$ cat src/rtl/seven_seg_pkg.sv
// Shared types, constants and helpers for the seven-segment display path.
// Segment encodings are active-low, bit order {g,f,e,d,c,b,a}.
package seven_seg_pkg;

    typedef logic [6:0] seg_t;
    typedef logic [1:0] digit_idx_t;

    localparam seg_t       SEG_BLANK = 7'h7F;
    localparam logic [3:0] AN_OFF    = 4'b1111;

    localparam seg_t HEX_SEG_TABLE [16] = '{
        7'b1000000,  // 0
        7'b1111001,  // 1
        7'b0100100,  // 2
        7'b0110000,  // 3
        7'b0011001,  // 4
        7'b0010010,  // 5
        7'b0000010,  // 6
        7'b1111000,  // 7
        7'b0000000,  // 8
        7'b0010000,  // 9
        7'b0001000,  // A
        7'b0000011,  // b
        7'b1000110,  // C
        7'b0100001,  // d
        7'b0000110,  // E
        7'b0001110   // F
    };

    // True when this digit and every digit above it are zero; digit 0 always shows.
    function automatic logic is_leading_zero(logic [15:0] value, digit_idx_t digit);
        logic [15:0] upper;
        upper = value >> {digit, 2'b00};
        return (digit != 2'd0) && (upper == 16'h0000);
    endfunction

endpackage

$ cat src/rtl/hex_to_seg.sv
// Combinational nibble to active-low seven-segment decoder.
// Shared with the LED byte path, so it carries no state.
module hex_to_seg
    import seven_seg_pkg::*;
(
    input  logic [3:0] nibble_i,
    output logic [6:0] seg_o
);

    assign seg_o = HEX_SEG_TABLE[nibble_i];

endmodule

$ cat src/rtl/seven_seg_scan.sv
// Four-digit common-anode hex display scanner with per-frame snapshot and slot blanking.
// Define SEVEN_SEG_LEADING_ZERO_BLANK_EN to suppress leading zero digits.
module seven_seg_scan
    import seven_seg_pkg::*;
#(
    parameter int unsigned REFRESH_DIV  = 50000,
    parameter int unsigned BLANK_CYCLES = 16
) (
    input  logic        clk,
    input  logic        p_sync_reset,
    input  logic [15:0] value_i,
    input  logic        enable_i,
    output logic [6:0]  seg_o,
    output logic [3:0]  an_o,
    output logic        frame_tick_o
);

    if (REFRESH_DIV < 2) begin : g_bad_refresh_div
        $error("seven_seg_scan: REFRESH_DIV must be >= 2");
    end
    if (BLANK_CYCLES >= REFRESH_DIV) begin : g_bad_blank_cycles
        $error("seven_seg_scan: BLANK_CYCLES must be < REFRESH_DIV");
    end

    localparam int unsigned      CNT_W     = (REFRESH_DIV > 1) ? $clog2(REFRESH_DIV) : 1;
    localparam logic [CNT_W-1:0] CNT_LAST  = CNT_W'(REFRESH_DIV - 1);
    localparam logic [CNT_W-1:0] BLANK_END = CNT_W'(BLANK_CYCLES);

    logic [CNT_W-1:0] cnt_q, cnt_d;
    digit_idx_t       digit_q, digit_d;
    logic [15:0]      shadow_q, shadow_d;
    logic [6:0]       seg_q, seg_d;
    logic [3:0]       an_q, an_d;
    logic             frame_tick_q, frame_tick_d;

    logic             slot_end;
    logic             frame_end;
    logic             show_digit;
    logic [3:0]       cur_nibble;
    logic [6:0]       dec_seg;
    logic [3:0]       an_show;

    hex_to_seg u_hex_to_seg (
        .nibble_i (cur_nibble),
        .seg_o    (dec_seg)
    );

    always_comb begin
        slot_end   = (cnt_q == CNT_LAST);
        frame_end  = slot_end && (digit_q == 2'd3);
        cur_nibble = shadow_q[{digit_q, 2'b00} +: 4];
        an_show    = ~(4'b0001 << digit_q);
        show_digit = (cnt_q >= BLANK_END);
`ifdef SEVEN_SEG_LEADING_ZERO_BLANK_EN
        show_digit = show_digit && !is_leading_zero(shadow_q, digit_q);
`endif
    end

    always_comb begin
        cnt_d        = cnt_q;
        digit_d      = digit_q;
        shadow_d     = shadow_q;
        an_d         = AN_OFF;
        seg_d        = SEG_BLANK;
        frame_tick_d = 1'b0;
        if (!enable_i) begin
            // Track the input while off so re-enable shows the latest value at once.
            cnt_d    = '0;
            digit_d  = 2'd0;
            shadow_d = value_i;
        end else begin
            cnt_d        = slot_end ? '0 : cnt_q + 1'b1;
            digit_d      = slot_end ? digit_q + 2'd1 : digit_q;
            shadow_d     = frame_end ? value_i : shadow_q;
            frame_tick_d = frame_end;
            if (show_digit) begin
                an_d  = an_show;
                seg_d = dec_seg;
            end
        end
    end

    always_ff @(posedge clk) begin
        if (p_sync_reset) begin
            cnt_q        <= '0;
            digit_q      <= 2'd0;
            shadow_q     <= 16'h0000;
            an_q         <= AN_OFF;
            seg_q        <= SEG_BLANK;
            frame_tick_q <= 1'b0;
        end else begin
            cnt_q        <= cnt_d;
            digit_q      <= digit_d;
            shadow_q     <= shadow_d;
            an_q         <= an_d;
            seg_q        <= seg_d;
            frame_tick_q <= frame_tick_d;
        end
    end

    assign seg_o        = seg_q;
    assign an_o         = an_q;
    assign frame_tick_o = frame_tick_q;

endmodule

$ cat config.mk
export PLATFORM = sky130hd
export DESIGN_NAME = seven_seg_scan
export DESIGN_NICKNAME = d
export VERILOG_FILES = /design/src/rtl/seven_seg_pkg.sv /design/src/rtl/hex_to_seg.sv /design/src/rtl/seven_seg_scan.sv
export SDC_FILE = /design/constraint.sdc
export NUM_CORES = 1
export LEC_CHECK = 0
export ABC_AREA = 1
export CORE_MARGIN = 3
export CORE_UTILIZATION = 55
export CTS_BUF_LIST = sky130_fd_sc_hd__clkbuf_16
export DETAILED_ROUTE_END_ITERATION = 8
export HOLD_SLACK_MARGIN = 0.05
export PLACE_DENSITY = 0.88
export RECOVER_POWER = 25
export SYNTH_ARGS = -nofsm -noshare
export SYNTH_HDL_FRONTEND = slang
export SYNTH_HIERARCHICAL = 1
export SYNTH_SLANG_ARGS = --single-unit
$ cat constraint.sdc
create_clock -name clk -period 6.2 [get_ports clk]
set_input_delay 1.55 -clock clk [delete_from_list [all_inputs] [get_ports clk]]
set_output_delay 1.55 -clock clk [all_outputs]
set_load 0.03 [all_outputs]
==> run_results.csv <==
group,metric,value,unit
grt,grt_max_degree,34,
cells_and_area,postLayoutCoreUtil,69.1,%
clock_network,cts_tree,"done",
die,fp.dieArea,0.00535,mm^2
clock_network,path_clk_slew,0.05,ns
placement,io_buffers,30,
die,rows,23,
setup_path,slowest_delay,0.53,ns
cells_and_area,drive_gt1_share,7.86,%
setup_path,end_kind,"flip-flop",
cells_and_area,antenna-diode-count,0,
grt,grt-ovfl-total,0,
die,ios,31,
setup_path,critical_path_class,"input pin to flip-flop",
setup_path,worstPathArrival,3.34,ns
cells_and_area,final_cell_area,0.00288,mm^2
yosys,yosys-top-cells-area,"dfxtp_1 37%, nand2_1 10%, a21oi_1 7.7%",
yosys,synthMuxAreaShare,0,%
yosys,ys_seq_elements,46,
route,wl_per_cell,11.3,um
pwr,clock_power_share,39.7,%
clock_network,postCtsSetupBuffers,0,
yosys,yosysTopAreaCell,"dfxtp_1",
setup_path,worst_setup_path_start_kind,"input pin",
pwr,internal_power,0.000477,W
yosys,synth_top_cell_area_share,37.2,%
clock_network,cts-resized-gates,0,
yosys,yosys_warnings,6,
yosys,ys_types,27,
sta,max_slew_margin,44.2,%
sta,tns,0,ns
run,max_cap_violations,0,
yosys,synth_top_family_by_area,"simple AND/OR/NAND/NOR gates",
yosys,synth_simple_gate_area_share,34.6,%
route,routed_wl,4750,um
route,drtAntennaViolNets,0,
yosys,synth_fa_ha_area_share,6.57,%
route,drt_iter0_markers,188,
yosys,syn_inst,345,
sta,hold_viol,0,
grt,grt_pass1_wl,8160,um
grt,grt_pass1_vias,1991,
pwr,p_per_area,214,mW/mm^2
clock_network,ctsHoldBuffers,0,
setup_path,worstPathRequired,6.36,ns
sta,period_needed,3.18,ns
route,viasPerCell,5.35,
sta,fin_skew,0.00695,ns
setup_path,critPathSlowestCell,"dlygate4sd3_1",
die,fp.dieH,73.1,um
worst_hold_path,worstHoldPathType,"flip-flop to flip-flop",
yosys,synth-seq-area-share,37.2,%
grt,antenna_found_initial,0,
sta,min_period_over_period,51.3,%
pwr,p_comb_share,10.5,%
yosys,syn_nets,377,
sta,tightest_slew,0.837,ns
sta,rsz0062_at_grt,"no",
grt,grt_usage,19.2,%
yosys,synth-xor-area-share,0.707,%
route,drtPass1Iterations,4,
setup_path,path_cells,"dlygate4sd3_1 -> clkinv_1 -> nand2_1 -> inv_1 -> nand2_2 -> nor2_1",
placement,globalplace.congestion,0.870,
die,coreArea,0.00417,mm^2
cells_and_area,syn_to_final_growth,16.4,%
pwr,seqPwrFrac,49.9,%
route,num_vias,2243,
yosys,syn_area,0.00248,mm^2
placement,place_area,0.00275,mm^2
clock_network,cts.sinks,46,
clock_network,clk_path_buf_depth,2,
setup_path,path_buf_inv,3,
sta,fmax,314,MHz
sta,maxSlewViolCount,0,
pwr,total_power,0.000616,W
setup_path,cp_top_family,"buffers and inverters",
status,status,"finished clean",
clock_network,htree_levels,2,
sta,finalSetupViolations,0,
yosys,syn_area_per_cell,7.18,um^2
cells_and_area,nets,401,
pwr,switchingPower,0.000139,W
setup_path,critPathMaxFanout,17,
route,drc,0,
die,fp.dieW,73.1,um
clock_network,cts-root-buf,"clkbuf_16",
placement,hpwl,3400,um
die,start_util,59.4,%
pwr,p_leak,1.24,nW
clock_network,cts_made_buffers,5,
pwr,swShare,22.6,%
clock_network,clk_latency,0.28,ns
pwr,peakVddDrop,0.000164,V
yosys,synth_compound_area_share,10.0,%
[worst register-to-register path, cell delays in order, from the launching register on]
cell and delay [ns]:
dfxtp_1 0.47, inv_1 0.28, o21ai_0 0.22, a21oi_1 0.06, a21oi_1 0.67, inv_1 0.32, nand2_1 0.12, nand2_1 0.06
nand2_1 0.07, nand2_1 0.05, nand3b_1 0.15
[worst paths after layout]
check	from	slack (ns)	cells past startpoint	endpoint
worst max-delay path	p_sync_reset	3.02	6	cnt_q[5]
worst min-delay path	cnt_q[0]	0.46	1	cnt_q[0]
worst max register to register	digit_q[0]	3.58	10	seg_o[4]
worst min register to register	cnt_q[0]	0.46	1	cnt_q[0]
[routing by layer]
metal | track usage, % | up-vias | wire, um
met5 | 0 | - | 0
met4 | 6.35 | 0 | 59
met3 | 5.10 | 6 | 272
met2 | 34.1 | 68 | 2310
met1 | 22.2 | 1014 | 2110
li1 | - | 1155 | -
[power groups by stage]
stage / combinational, W / clock, W / sequential (W)
after CTS: 0.0000648 / 0.000248 / 0.000307
after floorplan: 0.0000474 / 0 / 0.000313
final: 0.0000645 / 0.000244 / 0.000307
after global placement: 0.0000625 / 0 / 0.000313
after global routing: 0.0000742 / 0.000259 / 0.000308
after detailed placement: 0.0000641 / 0 / 0.000314
[registers in the layout, indices dropped and copies added, names as in the netlist]
signal / cells
an_o: 4
cnt_q: 16
digit_q: 2
frame_tick_o: 1
seg_o: 7
shadow_q: 16
[cell type report]
class                   count  area, um^2
fillers                   329        1290
multi-input cells         239        1290
flip-flops and latches     46         921
repair buffers             31         308
inverters                  46         173
clock buffers               5         125
well taps                  50        62.6
clock inverters             2        7.51
[Yosys cell counts, drive strengths merged]
| cell type | n |
|---|---|
| nand3 | 39 |
| nand4 | 6 |
| ha | 13 |
| xor2 | 2 |
| a21oi | 38 |
| buf | 10 |
| nand3b | 7 |
| nor2 | 41 |
| nand2 | 72 |
| clkinv | 2 |
| or2 | 1 |
| dfxtp | 46 |
| clkbuf | 4 |
| nor3 | 9 |
| inv | 44 |
| o21ai | 9 |
| a31oi | 2 |
[placed cells by master (no fill, tap or decap), types with 2 or more instances in the layout]
master           instances
nand2_1                 68
dfxtp_1                 46
inv_1                   44
nor2_1                  39
a21oi_1                 38
clkdlybuf4s50_1         29
nand3_1                 25
nand3_2                 13
ha_1                    13
nor3_1                   9
nand3b_1                 7
o21ai_0                  6
nand4_1                  6
clkbuf_16                5
nand2_2                  4
o21ai_1                  3
clkinv_1                 2
inv_2                    2
xor2_1                   2
a31oi_1                  2
[cell families (layout without fill, tap and decap cells)]
group | count (synthesis) | after routing
xor gates and xnor gates | 2 | 2
buffers and inverters | 60 | 84
and+or+nand+nor | 175 | 175
DFF | 46 | 46
AOI/OAI and AO/OA | 49 | 49
adders and majority gates | 13 | 13
[stage by stage]
step                cells  hold WS (ns)  worst slack, ns
global route          419         0.492             2.81
detailed placement    412         0.453             2.79
finish                419         0.462             3.02
floorplan             345         0.430             3.74
global placement      412         0.439             2.84
CTS                   419         0.465             3.05
No activity file was read; power rests on OpenSTA's default activity.
